--- src/rtl/multicycle_control_pkg.sv ---
// Shared definitions for the multi-cycle control FSM: state encoding,
// opcode/funct constants, ALU control codes, the ALU operation class
// handed to the ALU decoder, and the alu_src_b / pc_src encodings.
package ctrl_pkg;

  typedef enum logic [3:0] {
    S_FETCH,
    S_DECODE,
    S_MEM_ADDR,
    S_MEM_READ,
    S_MEM_WB,
    S_MEM_WRITE,
    S_R_EXEC,
    S_R_WB,
    S_I_EXEC,
    S_I_WB,
    S_BRANCH,
    S_JUMP
  } state_t;

  typedef enum logic [1:0] {
    ALUOP_ADD   = 2'd0,
    ALUOP_SUB   = 2'd1,
    ALUOP_FUNCT = 2'd2
  } alu_op_t;

  localparam logic [5:0] OP_RTYPE = 6'h00;
  localparam logic [5:0] OP_ADDI  = 6'h08;
  localparam logic [5:0] OP_LW    = 6'h23;
  localparam logic [5:0] OP_SW    = 6'h2B;
  localparam logic [5:0] OP_BEQ   = 6'h04;
  localparam logic [5:0] OP_BNE   = 6'h05;
  localparam logic [5:0] OP_J     = 6'h02;

  localparam logic [5:0] FN_ADD = 6'h20;
  localparam logic [5:0] FN_SUB = 6'h22;
  localparam logic [5:0] FN_AND = 6'h24;
  localparam logic [5:0] FN_OR  = 6'h25;
  localparam logic [5:0] FN_SLT = 6'h2A;

  localparam logic [3:0] ALU_ADD = 4'b0010;
  localparam logic [3:0] ALU_SUB = 4'b0110;
  localparam logic [3:0] ALU_AND = 4'b0000;
  localparam logic [3:0] ALU_OR  = 4'b0001;
  localparam logic [3:0] ALU_SLT = 4'b0111;

  localparam logic [1:0] SRCB_B       = 2'd0;
  localparam logic [1:0] SRCB_FOUR    = 2'd1;
  localparam logic [1:0] SRCB_IMM     = 2'd2;
  localparam logic [1:0] SRCB_IMM_SH2 = 2'd3;

  localparam logic [1:0] PCSRC_ALU    = 2'd0;
  localparam logic [1:0] PCSRC_ALUOUT = 2'd1;
  localparam logic [1:0] PCSRC_JUMP   = 2'd2;

endpackage

--- src/rtl/multicycle_control_if.sv ---
// Control/datapath bundle for the multi-cycle controller.
// master: the controller (consumes opcode/funct/zero/mem_ready, drives all
//         selects, enables and status pulses).
// slave:  the datapath/memory side.
interface multicycle_control_if #(
  parameter int OP_W     = 6,
  parameter int FUNCT_W  = 6,
  parameter int ALUCTL_W = 4
);
  logic [OP_W-1:0]     opcode;
  logic [FUNCT_W-1:0]  funct;
  logic                zero;
  logic                mem_ready;
  logic                pc_write;
  logic                pc_write_cond;
  logic                branch_ne;
  logic                i_or_d;
  logic                mem_read;
  logic                mem_write;
  logic                ir_write;
  logic                reg_dst;
  logic                reg_write;
  logic                mem_to_reg;
  logic                alu_src_a;
  logic [1:0]          alu_src_b;
  logic [ALUCTL_W-1:0] alu_ctl;
  logic [1:0]          pc_src;
  logic                instr_done;
  logic                illegal;

  modport master (
    input  opcode, funct, zero, mem_ready,
    output pc_write, pc_write_cond, branch_ne, i_or_d, mem_read, mem_write,
           ir_write, reg_dst, reg_write, mem_to_reg, alu_src_a, alu_src_b,
           alu_ctl, pc_src, instr_done, illegal
  );

  modport slave (
    output opcode, funct, zero, mem_ready,
    input  pc_write, pc_write_cond, branch_ne, i_or_d, mem_read, mem_write,
           ir_write, reg_dst, reg_write, mem_to_reg, alu_src_a, alu_src_b,
           alu_ctl, pc_src, instr_done, illegal
  );
endinterface

--- src/rtl/multicycle_control_alu_decoder.sv ---
// ALU control decoder (combinational).
// alu_op      : operation class (add / sub / decode from funct)
// funct       : R-type funct field
// alu_ctl     : ALU control code
// funct_valid : funct is one of the supported R-type operations
module alu_decoder
  import ctrl_pkg::*;
#(
  parameter int FUNCT_W  = 6,
  parameter int ALUCTL_W = 4
) (
  input  alu_op_t             alu_op,
  input  logic [FUNCT_W-1:0]  funct,
  output logic [ALUCTL_W-1:0] alu_ctl,
  output logic                funct_valid
);
  logic [ALUCTL_W-1:0] funct_ctl;

  always_comb begin
    funct_valid = 1'b1;
    funct_ctl   = ALUCTL_W'(ALU_ADD);
    case (funct)
      FUNCT_W'(FN_ADD): funct_ctl = ALUCTL_W'(ALU_ADD);
      FUNCT_W'(FN_SUB): funct_ctl = ALUCTL_W'(ALU_SUB);
      FUNCT_W'(FN_AND): funct_ctl = ALUCTL_W'(ALU_AND);
      FUNCT_W'(FN_OR):  funct_ctl = ALUCTL_W'(ALU_OR);
      FUNCT_W'(FN_SLT): funct_ctl = ALUCTL_W'(ALU_SLT);
      default:          funct_valid = 1'b0;
    endcase

    alu_ctl = ALUCTL_W'(ALU_ADD);
    case (alu_op)
      ALUOP_SUB:   alu_ctl = ALUCTL_W'(ALU_SUB);
      ALUOP_FUNCT: alu_ctl = funct_ctl;
      default:     alu_ctl = ALUCTL_W'(ALU_ADD);
    endcase
  end
endmodule

--- src/rtl/multicycle_control.sv ---
// Multi-cycle datapath control FSM.
// clk, reset : clock and synchronous active-high reset
// bus        : master side of multicycle_control_if (opcode/funct/zero/
//              mem_ready in; PC, memory, IR, register-file and ALU selects
//              and enables out, plus instr_done / illegal pulses)
module multicycle_control
  import ctrl_pkg::*;
#(
  parameter int OP_W     = 6,
  parameter int FUNCT_W  = 6,
  parameter int ALUCTL_W = 4
) (
  input  logic                 clk,
  input  logic                 reset,
  multicycle_control_if.master bus
);
  state_t              state, state_next;
  logic                is_load;
  alu_op_t             alu_op;
  logic                use_alu;
  logic [ALUCTL_W-1:0] dec_ctl;
  logic                funct_valid;
  logic                bad_instr;

  alu_decoder #(.FUNCT_W(FUNCT_W), .ALUCTL_W(ALUCTL_W)) u_alu_dec (
    .alu_op      (alu_op),
    .funct       (bus.funct),
    .alu_ctl     (dec_ctl),
    .funct_valid (funct_valid)
  );

  // LW/SW is resolved in DECODE and remembered, so MEM_ADDR does not
  // depend on opcode.
  always_ff @(posedge clk) begin
    if (reset) begin
      state   <= S_FETCH;
      is_load <= 1'b0;
    end else begin
      state <= state_next;
      if (state == S_DECODE) is_load <= (bus.opcode == OP_W'(OP_LW));
    end
  end

  // ALU class depends on state only; kept apart from the output block so
  // the decoder result does not loop back through the same process.
  always_comb begin
    alu_op  = ALUOP_ADD;
    use_alu = 1'b0;
    case (state)
      S_FETCH, S_DECODE, S_MEM_ADDR, S_I_EXEC: use_alu = 1'b1;
      S_R_EXEC: begin alu_op = ALUOP_FUNCT; use_alu = 1'b1; end
      S_BRANCH: begin alu_op = ALUOP_SUB;   use_alu = 1'b1; end
      default: ;
    endcase
  end

  always_comb begin
    state_next        = state;
    bad_instr         = 1'b0;
    bus.pc_write      = 1'b0;
    bus.pc_write_cond = 1'b0;
    bus.branch_ne     = 1'b0;
    bus.i_or_d        = 1'b0;
    bus.mem_read      = 1'b0;
    bus.mem_write     = 1'b0;
    bus.ir_write      = 1'b0;
    bus.reg_dst       = 1'b0;
    bus.reg_write     = 1'b0;
    bus.mem_to_reg    = 1'b0;
    bus.alu_src_a     = 1'b0;
    bus.alu_src_b     = SRCB_B;
    bus.pc_src        = PCSRC_ALU;
    bus.instr_done    = 1'b0;
    bus.illegal       = 1'b0;
    bus.alu_ctl       = (use_alu && !reset) ? dec_ctl : '0;

    if (!reset) begin
      case (state)
        S_FETCH: begin
          bus.mem_read  = 1'b1;
          bus.alu_src_b = SRCB_FOUR;
          if (bus.mem_ready) begin
            bus.ir_write = 1'b1;
            bus.pc_write = 1'b1;
            state_next   = S_DECODE;
          end
        end
        S_DECODE: begin
          bus.alu_src_b = SRCB_IMM_SH2;
          case (bus.opcode)
            OP_W'(OP_LW), OP_W'(OP_SW): state_next = S_MEM_ADDR;
            OP_W'(OP_RTYPE): begin
              if (funct_valid) state_next = S_R_EXEC;
              else             bad_instr  = 1'b1;
            end
            OP_W'(OP_ADDI):             state_next = S_I_EXEC;
            OP_W'(OP_BEQ), OP_W'(OP_BNE): state_next = S_BRANCH;
            OP_W'(OP_J):                state_next = S_JUMP;
            default:                    bad_instr  = 1'b1;
          endcase
          if (bad_instr) begin
            bus.illegal    = 1'b1;
            bus.instr_done = 1'b1;
            state_next     = S_FETCH;
          end
        end
        S_MEM_ADDR: begin
          bus.alu_src_a = 1'b1;
          bus.alu_src_b = SRCB_IMM;
          state_next    = is_load ? S_MEM_READ : S_MEM_WRITE;
        end
        S_MEM_READ: begin
          bus.mem_read = 1'b1;
          bus.i_or_d   = 1'b1;
          if (bus.mem_ready) state_next = S_MEM_WB;
        end
        S_MEM_WB: begin
          bus.reg_write  = 1'b1;
          bus.mem_to_reg = 1'b1;
          bus.instr_done = 1'b1;
          state_next     = S_FETCH;
        end
        S_MEM_WRITE: begin
          bus.mem_write = 1'b1;
          bus.i_or_d    = 1'b1;
          if (bus.mem_ready) begin
            bus.instr_done = 1'b1;
            state_next     = S_FETCH;
          end
        end
        S_R_EXEC: begin
          bus.alu_src_a = 1'b1;
          state_next    = S_R_WB;
        end
        S_R_WB: begin
          bus.reg_write  = 1'b1;
          bus.reg_dst    = 1'b1;
          bus.instr_done = 1'b1;
          state_next     = S_FETCH;
        end
        S_I_EXEC: begin
          bus.alu_src_a = 1'b1;
          bus.alu_src_b = SRCB_IMM;
          state_next    = S_I_WB;
        end
        S_I_WB: begin
          bus.reg_write  = 1'b1;
          bus.instr_done = 1'b1;
          state_next     = S_FETCH;
        end
        S_BRANCH: begin
          bus.alu_src_a     = 1'b1;
          bus.pc_write_cond = 1'b1;
          bus.pc_src        = PCSRC_ALUOUT;
          bus.branch_ne     = (bus.opcode == OP_W'(OP_BNE));
          bus.instr_done    = 1'b1;
          state_next        = S_FETCH;
        end
        S_JUMP: begin
          bus.pc_write   = 1'b1;
          bus.pc_src     = PCSRC_JUMP;
          bus.instr_done = 1'b1;
          state_next     = S_FETCH;
        end
        default: state_next = S_FETCH;
      endcase
    end
  end
endmodule

--- src/flat_wrapper.sv ---
// flat-port wrapper written by rule: the top's interface ports become plain ports
module multicycle_control_flat import ctrl_pkg::*;
#(
  parameter int OP_W     = 6,
  parameter int FUNCT_W  = 6,
  parameter int ALUCTL_W = 4
)
  (clk, reset, bus_opcode, bus_funct, bus_zero, bus_mem_ready, bus_pc_write, bus_pc_write_cond, bus_branch_ne, bus_i_or_d, bus_mem_read, bus_mem_write, bus_ir_write, bus_reg_dst, bus_reg_write, bus_mem_to_reg, bus_alu_src_a, bus_alu_src_b, bus_alu_ctl, bus_pc_src, bus_instr_done, bus_illegal);
  multicycle_control_if #(.OP_W(OP_W), .FUNCT_W(FUNCT_W), .ALUCTL_W(ALUCTL_W)) bus_i ();
  input  logic clk;
  input  logic reset;
  input wire logic [$bits(bus_i.opcode)-1:0] bus_opcode;
  input wire logic [$bits(bus_i.funct)-1:0] bus_funct;
  input wire logic [$bits(bus_i.zero)-1:0] bus_zero;
  input wire logic [$bits(bus_i.mem_ready)-1:0] bus_mem_ready;
  output wire logic [$bits(bus_i.pc_write)-1:0] bus_pc_write;
  output wire logic [$bits(bus_i.pc_write_cond)-1:0] bus_pc_write_cond;
  output wire logic [$bits(bus_i.branch_ne)-1:0] bus_branch_ne;
  output wire logic [$bits(bus_i.i_or_d)-1:0] bus_i_or_d;
  output wire logic [$bits(bus_i.mem_read)-1:0] bus_mem_read;
  output wire logic [$bits(bus_i.mem_write)-1:0] bus_mem_write;
  output wire logic [$bits(bus_i.ir_write)-1:0] bus_ir_write;
  output wire logic [$bits(bus_i.reg_dst)-1:0] bus_reg_dst;
  output wire logic [$bits(bus_i.reg_write)-1:0] bus_reg_write;
  output wire logic [$bits(bus_i.mem_to_reg)-1:0] bus_mem_to_reg;
  output wire logic [$bits(bus_i.alu_src_a)-1:0] bus_alu_src_a;
  output wire logic [$bits(bus_i.alu_src_b)-1:0] bus_alu_src_b;
  output wire logic [$bits(bus_i.alu_ctl)-1:0] bus_alu_ctl;
  output wire logic [$bits(bus_i.pc_src)-1:0] bus_pc_src;
  output wire logic [$bits(bus_i.instr_done)-1:0] bus_instr_done;
  output wire logic [$bits(bus_i.illegal)-1:0] bus_illegal;
  assign bus_i.opcode = bus_opcode;
  assign bus_i.funct = bus_funct;
  assign bus_i.zero = bus_zero;
  assign bus_i.mem_ready = bus_mem_ready;
  assign bus_pc_write = bus_i.pc_write;
  assign bus_pc_write_cond = bus_i.pc_write_cond;
  assign bus_branch_ne = bus_i.branch_ne;
  assign bus_i_or_d = bus_i.i_or_d;
  assign bus_mem_read = bus_i.mem_read;
  assign bus_mem_write = bus_i.mem_write;
  assign bus_ir_write = bus_i.ir_write;
  assign bus_reg_dst = bus_i.reg_dst;
  assign bus_reg_write = bus_i.reg_write;
  assign bus_mem_to_reg = bus_i.mem_to_reg;
  assign bus_alu_src_a = bus_i.alu_src_a;
  assign bus_alu_src_b = bus_i.alu_src_b;
  assign bus_alu_ctl = bus_i.alu_ctl;
  assign bus_pc_src = bus_i.pc_src;
  assign bus_instr_done = bus_i.instr_done;
  assign bus_illegal = bus_i.illegal;
  multicycle_control #(.OP_W(OP_W), .FUNCT_W(FUNCT_W), .ALUCTL_W(ALUCTL_W)) u_core (.clk(clk), .reset(reset), .bus(bus_i));
endmodule
--- config.mk ---
export PLATFORM = sky130hd
export DESIGN_NAME = multicycle_control_flat
export DESIGN_NICKNAME = d
export VERILOG_FILES = /design/src/rtl/multicycle_control_pkg.sv /design/src/rtl/multicycle_control_if.sv /design/src/rtl/multicycle_control_alu_decoder.sv /design/src/rtl/multicycle_control.sv /design/src/flat_wrapper.sv
export SDC_FILE = /design/constraint.sdc
export NUM_CORES = 1
export LEC_CHECK = 0
export CAP_MARGIN = 20
export CORE_MARGIN = 2
export CORE_UTILIZATION = 30
export CTS_CLUSTER_DIAMETER = 200
export DETAILED_ROUTE_END_ITERATION = 16
export HOLD_SLACK_MARGIN = 0.12
export PLACE_DENSITY = 0.57
export REMOVE_ABC_BUFFERS = 1
export SYNTH_ARGS = -nofsm -noshare
export SYNTH_HDL_FRONTEND = slang
export SYNTH_HIERARCHICAL = 1
export SYNTH_SLANG_ARGS = --single-unit
--- constraint.sdc ---
create_clock -name clk -period 5.3 [get_ports clk]
set_clock_uncertainty 0.05 [all_clocks]
set_input_delay 0.53 -clock clk [delete_from_list [all_inputs] [get_ports clk]]
set_output_delay 0.53 -clock clk [all_outputs]
set_load 0.05 [all_outputs]
# Word level (Yosys, flattened, before mapping)
# Cells that the tools add are included.
dict set report classes {
  n_eq_ne 29
  muxes 50
  n_reduce_logical 16
}
# cell n
set ops {}
lappend ops {{equality test 6 bit, second input constant} 7}
lappend ops {{two-way mux 1 bit} 31}
lappend ops {{case mux 4 bit (7 select lines)} 1}
lappend ops {{two-way mux 4 bit} 6}
lappend ops {{case mux 4 bit (5 select lines)} 1}
lappend ops {{equality test 4 x 3 -> 1 bit, second input constant} 4}
lappend ops {{equality test 4 bit, second input constant} 4}
lappend ops {{equality test 6 x 3 -> 1 bit, second input constant} 2}
lappend ops {{case mux 3 bit (4 select lines)} 1}
lappend ops {{OR reduction 6 bit} 2}
lappend ops {{OR reduction 2 bit} 5}
lappend ops {{OR reduction 5 bit} 2}
lappend ops {{equality test 4 x 2 -> 1 bit, second input constant} 2}
lappend ops {{case mux 2 bit (2 select lines)} 2}
lappend ops {{case mux 4 bit (2 select lines)} 1}
lappend ops {{!= test 7 bit, second input constant} 1}
lappend ops {{equality test 6 x 2 -> 1 bit, second input constant} 1}
lappend ops {{equality test 6 x 4 -> 1 bit, second input constant} 1}
lappend ops {{zero test 6 bit} 1}
lappend ops {{!= test 2 bit, second input constant} 3}
lappend ops {{case mux 2 bit (3 select lines)} 1}
lappend ops {{AND reduction 5 bit} 1}
lappend ops {{equality test 4 x 1 -> 1 bit, second input constant} 1}
lappend ops {{zero test 4 bit} 1}
lappend ops {{11 further kinds} 13}
dict set report word_totals {
  output_inout_bits 21
  input_bits 16
  ff_bits 5
  wordCells 97
}

# Depth between registers and ports, before layout
dict set report logic_depth {
  depth_word 10
  depth_mapped 9
  depth_no_buf 8
}

# By module
# Netlist, hierarchy kept.
# mod seq_area_each_um2 area_per_inst_um2 instances cells_per_inst
set by_module_without_submodules {}
lappend by_module_without_submodules {multicycle_control 100.1 706.9 1 103}
lappend by_module_without_submodules {alu_decoder 0.0 178.9 1 20}

# Least setup slack after synthesis
# OpenSTA, ideal clock, no wires.
dict set report synth_path {
  kind {input to output}
  from {in reset}
  to {out bus_alu_ctl[0]}
  path_buffers 1
  arrival_time_ps 2883
  required_ps 4720
  setup_slack_ps 1837
  stages 4
  cell_sequence {clkbuf_1 > nor4_1 > or2_1 > and2_1}
}
dict set report synth_via {
  elab_chain_cells 3
}
# element line
set synth_lines {}
lappend synth_lines {{start: declaration} flat_wrapper.sv:11} ;# input logic reset;
lappend synth_lines {{zero test 1 bit} multicycle_control.sv:75} ;# bus.alu_ctl = (use_alu && !reset) ? dec_ctl : '0;
lappend synth_lines {{logical AND 1 bit} multicycle_control.sv:75}
lappend synth_lines {{two-way mux 4 bit} multicycle_control.sv:75}
lappend synth_lines {{end: declaration} flat_wrapper.sv:28} ;# output wire logic [$bits(bus_i.alu_ctl)-1:0] bus_alu_ctl;
# No other way between the ends.

# Worst setup path after layout
dict set report layout_path {
  from {in bus_opcode[4]}
  to {out bus_instr_done}
}
dict set report layout_via {
  elab_chain_cells 8
  word_cells_on_any_way 14
  cone_classes {eq/ne: 6; mux: 6; reduce/logical: 2}
}
# element line
set layout_lines {}
lappend layout_lines {{start: declaration} flat_wrapper.sv:12} ;# input wire logic [$bits(bus_i.opcode)-1:0] bus_opcode;
lappend layout_lines {{equality test 6 bit (tied with other cells)} multicycle_control.sv:90} ;# case (bus.opcode)
lappend layout_lines {{OR reduction 6 bit (no source line)} -}
lappend layout_lines {{case mux 1 bit (2 select lines) (*)} multicycle_control.sv:90}
lappend layout_lines {{two-way mux 1 bit (*)} multicycle_control.sv:78} ;# case (state)
lappend layout_lines {{two-way mux 1 bit (*)} multicycle_control.sv:77} ;# if (!reset) begin
lappend layout_lines {{two-way mux 1 bit (*)} multicycle_control.sv:101} ;# if (bad_instr) begin
lappend layout_lines {{case mux 1 bit (3 select lines) (*)} multicycle_control.sv:78}
lappend layout_lines {{two-way mux 1 bit (*)} multicycle_control.sv:77}
lappend layout_lines {{end: declaration} flat_wrapper.sv:30} ;# output wire logic [$bits(bus_i.instr_done)-1:0] bus_instr_done;
# Every way passes the cells marked *; elsewhere a longest branch is shown, timed or not. The select of a mux whose other input is x is not followed.

==> results.cfg <==
[synthesis]
ys_ff_latch = 5
synth.area.top_cells = dfxtp_1 11%, nor2_1 6.4%, nor3_1 5.1%
syn_area_um2 = 885.9
yosysTopAreaCellShare_pct = 11.30
ys_async_sr_fraction_pct = 0
yosysUniqueCellTypes = 50
synth_edf_count = 0
synth_warnings = 6
netlist_instances = 123
syn_avg_cell_area_um2 = 7.202
yosys_most_used_dff = dfxtp_1
yosysTopAreaCell = dfxtp_1
synth_seq_area_share_pct = 11.30

[pwr]
netSwitchingPower_uw = 56.49
max-vdd-ir-drop_mv = 0.07228
p_comb_share_pct = 43.0
finalPower_uw = 150.0
sw_frac_of_total_pct = 37.65
power.leakage_nw = 0.3924
p_seq_share_pct = 27.4
power_density_nw_per_um2 = 121.0
clockPowerShare_pct = 29.6
intPower_uw = 93.53

[timing]
rsz0062_at_grt = no
setup_tns_ns = 0
min_period_over_period_pct = 69.51
tightest_slew_ns = 0.6210
hold_slack_ns = 0.4318
hold_violations = 0
slew_headroom_pct = 58.47
finalMaxSlewViolations = 0
min_period_ns = 3.684
setup_viol = 0
fmax_ghz = 0.2714

[worst_setup_path]
critPathMaxFanout = 5
critPathCaptureType = output pin
crit_arrival_ns = 3.10
worstPathRequired_ns = 4.72
startpoint_type = input pin
path_class = in2out

[cells_and_area]
fin_area_um2 = 1240
nFillCells = 313
antennaDiodeCount = 0
nets = 170
layout-drive-gt1-share_pct = 7.947
area_growth_pct = 39.97

[clocking]
post_cts_buffers = 0
cts_tree = built
cts_resized = 0
htreeDepth = 1
cts_buffer_depth = 2
holdBufCountCts = 0
clock_latency_ns = 0.25
root_buffer = clkbuf_4
clock_sinks = 5
clkSlewWorstSetupHoldPaths_ns = 0.04
cts_buffers = 3

[placement]
dp_hpwl_um = 1932
gp_congestion = 0.7716
placement.io_buffers = 34
place_area_um2 = 1212

[die]
die_y_um = 58.34
core_area_um2 = 2781
start_util_pct = 31.85
fp.dieW_um = 58.34
num_rows = 19
ios = 37
die-area_um2 = 3404

[global_routing]
antenna_found_initial = 0
grt_pass1_wl_um = 4195
grtUsageTotal_pct = 15.56
grt-ovfl-total = 0
grt_max_degree = 19
grt_pass1_vias = 912

[route]
via_per_inst = 5.681
detail_route.first_pass.iterations = 4
wl_per_cell_um = 13.87
drtAntennaViolNets = 0
drt-total-wl_um = 2525
drtIter0Drc = 27
drc = 0
vias = 1034

[run]
drv_cap = 0

[hold_path]
hp-class = reg2reg

[run_status]
outcome = finished clean
[Yosys cell counts, drive strengths merged, types with 2 or more instances]
library cell,count
clkbuf,7
xnor2,2
nand2,7
a211oi,2
o22ai,2
a31o,2
nand4bb,3
nor3b,2
inv,6
o21ai,4
ha,2
or2,3
buf,3
dfxtp,5
nand2b,3
nor4,6
o32ai,2
nor4b,4
nor2,15
a31oi,2
nor3,9
o31ai,2
nand4b,2
and2,5
a21oi,6
[stage by stage]
stage / utilization (%) / instances / setup WS, ns
finish: 44.58 / 182 / 1.616
global route: 44.58 / 182 / 1.460
CTS: 44.58 / 182 / 1.602
detailed placement: 43.59 / 178 / 1.611
global placement: 43.59 / 178 / 1.623
floorplan: - / 113 / 1.968
[state kept, by name, indices dropped and copies added, names as in the netlist]
name and cells:
u_core/is_load 1, u_core/state 4
[critical path, cell delays in order]
cell	delay, ns
clkdlybuf4s50_1	0.51
or4_1	0.62
nor4_2	0.31
nor3_1	0.11
o22ai_1	0.18
clkdlybuf4s50_1	0.84
[path summary, 6_finish.rpt]
kind	start	depth (start not counted)	slack, ns	end
setup / recovery	bus_opcode[4]	6	1.62	bus_instr_done
hold / removal	u_core/is_load$_SDFFE_PP0P_	2	0.43	u_core/is_load$_SDFFE_PP0P_
setup reg to reg	u_core/state[0]$_SDFFE_PP0P_	4	3.33	u_core/state[1]$_SDFFE_PP0P_
hold reg to reg	u_core/is_load$_SDFFE_PP0P_	2	0.43	u_core/is_load$_SDFFE_PP0P_
[routing by layer]
| layer | track usage, % | up-vias | share of wire [%] |
|---|---|---|---|
| met5 | 0 | - | 0 |
| met4 | 4.983 | 0 | 0.99 |
| met3 | 1.319 | 4 | 5.8 |
| met2 | 26.48 | 40 | 49 |
| met1 | 20.73 | 472 | 44 |
| li1 | - | 518 | - |
[area by class of cell]
type | count | area [µm²] | area share, %
tap | 31 | 38.79 | 3.128
sequential | 5 | 100.1 | 8.073
multi-input combinational | 102 | 710.7 | 57.32
clock inverter | 1 | 5.005 | 0.4036
inverter | 6 | 22.52 | 1.816
clock buffer | 3 | 22.52 | 1.816
timing repair buffer | 34 | 340.3 | 27.45
[kinds of logic after synthesis]
group,synth area share (%)
other,0.4233
buffers and inverters,8.474
muxes,1.694
AOI/OAI and AO/OA,21.33
DFF,11.30
and+or+nand+nor,50.99
xor gates and xnor gates,2.967
adders and majority gates,2.824
[power groups by stage]
| stage | Combinational (mW) | Clock [mW] | Sequential (mW) |
|---|---|---|---|
| floorplan | 0.0360 | 0 | 0.0410 |
| global placement | 0.0638 | 0 | 0.0418 |
| detailed placement | 0.0642 | 0 | 0.0417 |
| CTS | 0.0646 | 0.0461 | 0.0410 |
| global route | 0.0693 | 0.0494 | 0.0412 |
| finish | 0.0646 | 0.0444 | 0.0411 |
[placed cells by master, fill, tap and decap left out, types with 2 or more instances in the layout]
cell	count
clkdlybuf4s50_1	34
nor2_1	15
nor3_1	9
nand2_1	7
inv_1	6
a21oi_1	6
and2_1	5
dfxtp_1	5
nor4_1	4
clkbuf_4	3
nand2b_1	3
nor4b_1	3
o21ai_0	3
nand4bb_1	3
a211oi_1	2
a31oi_1	2
nor3b_1	2
xnor2_1	2
o31ai_1	2
a31o_1	2
nand4b_1	2
o32ai_1	2
ha_1	2
(Power assumes the default switching activity.)
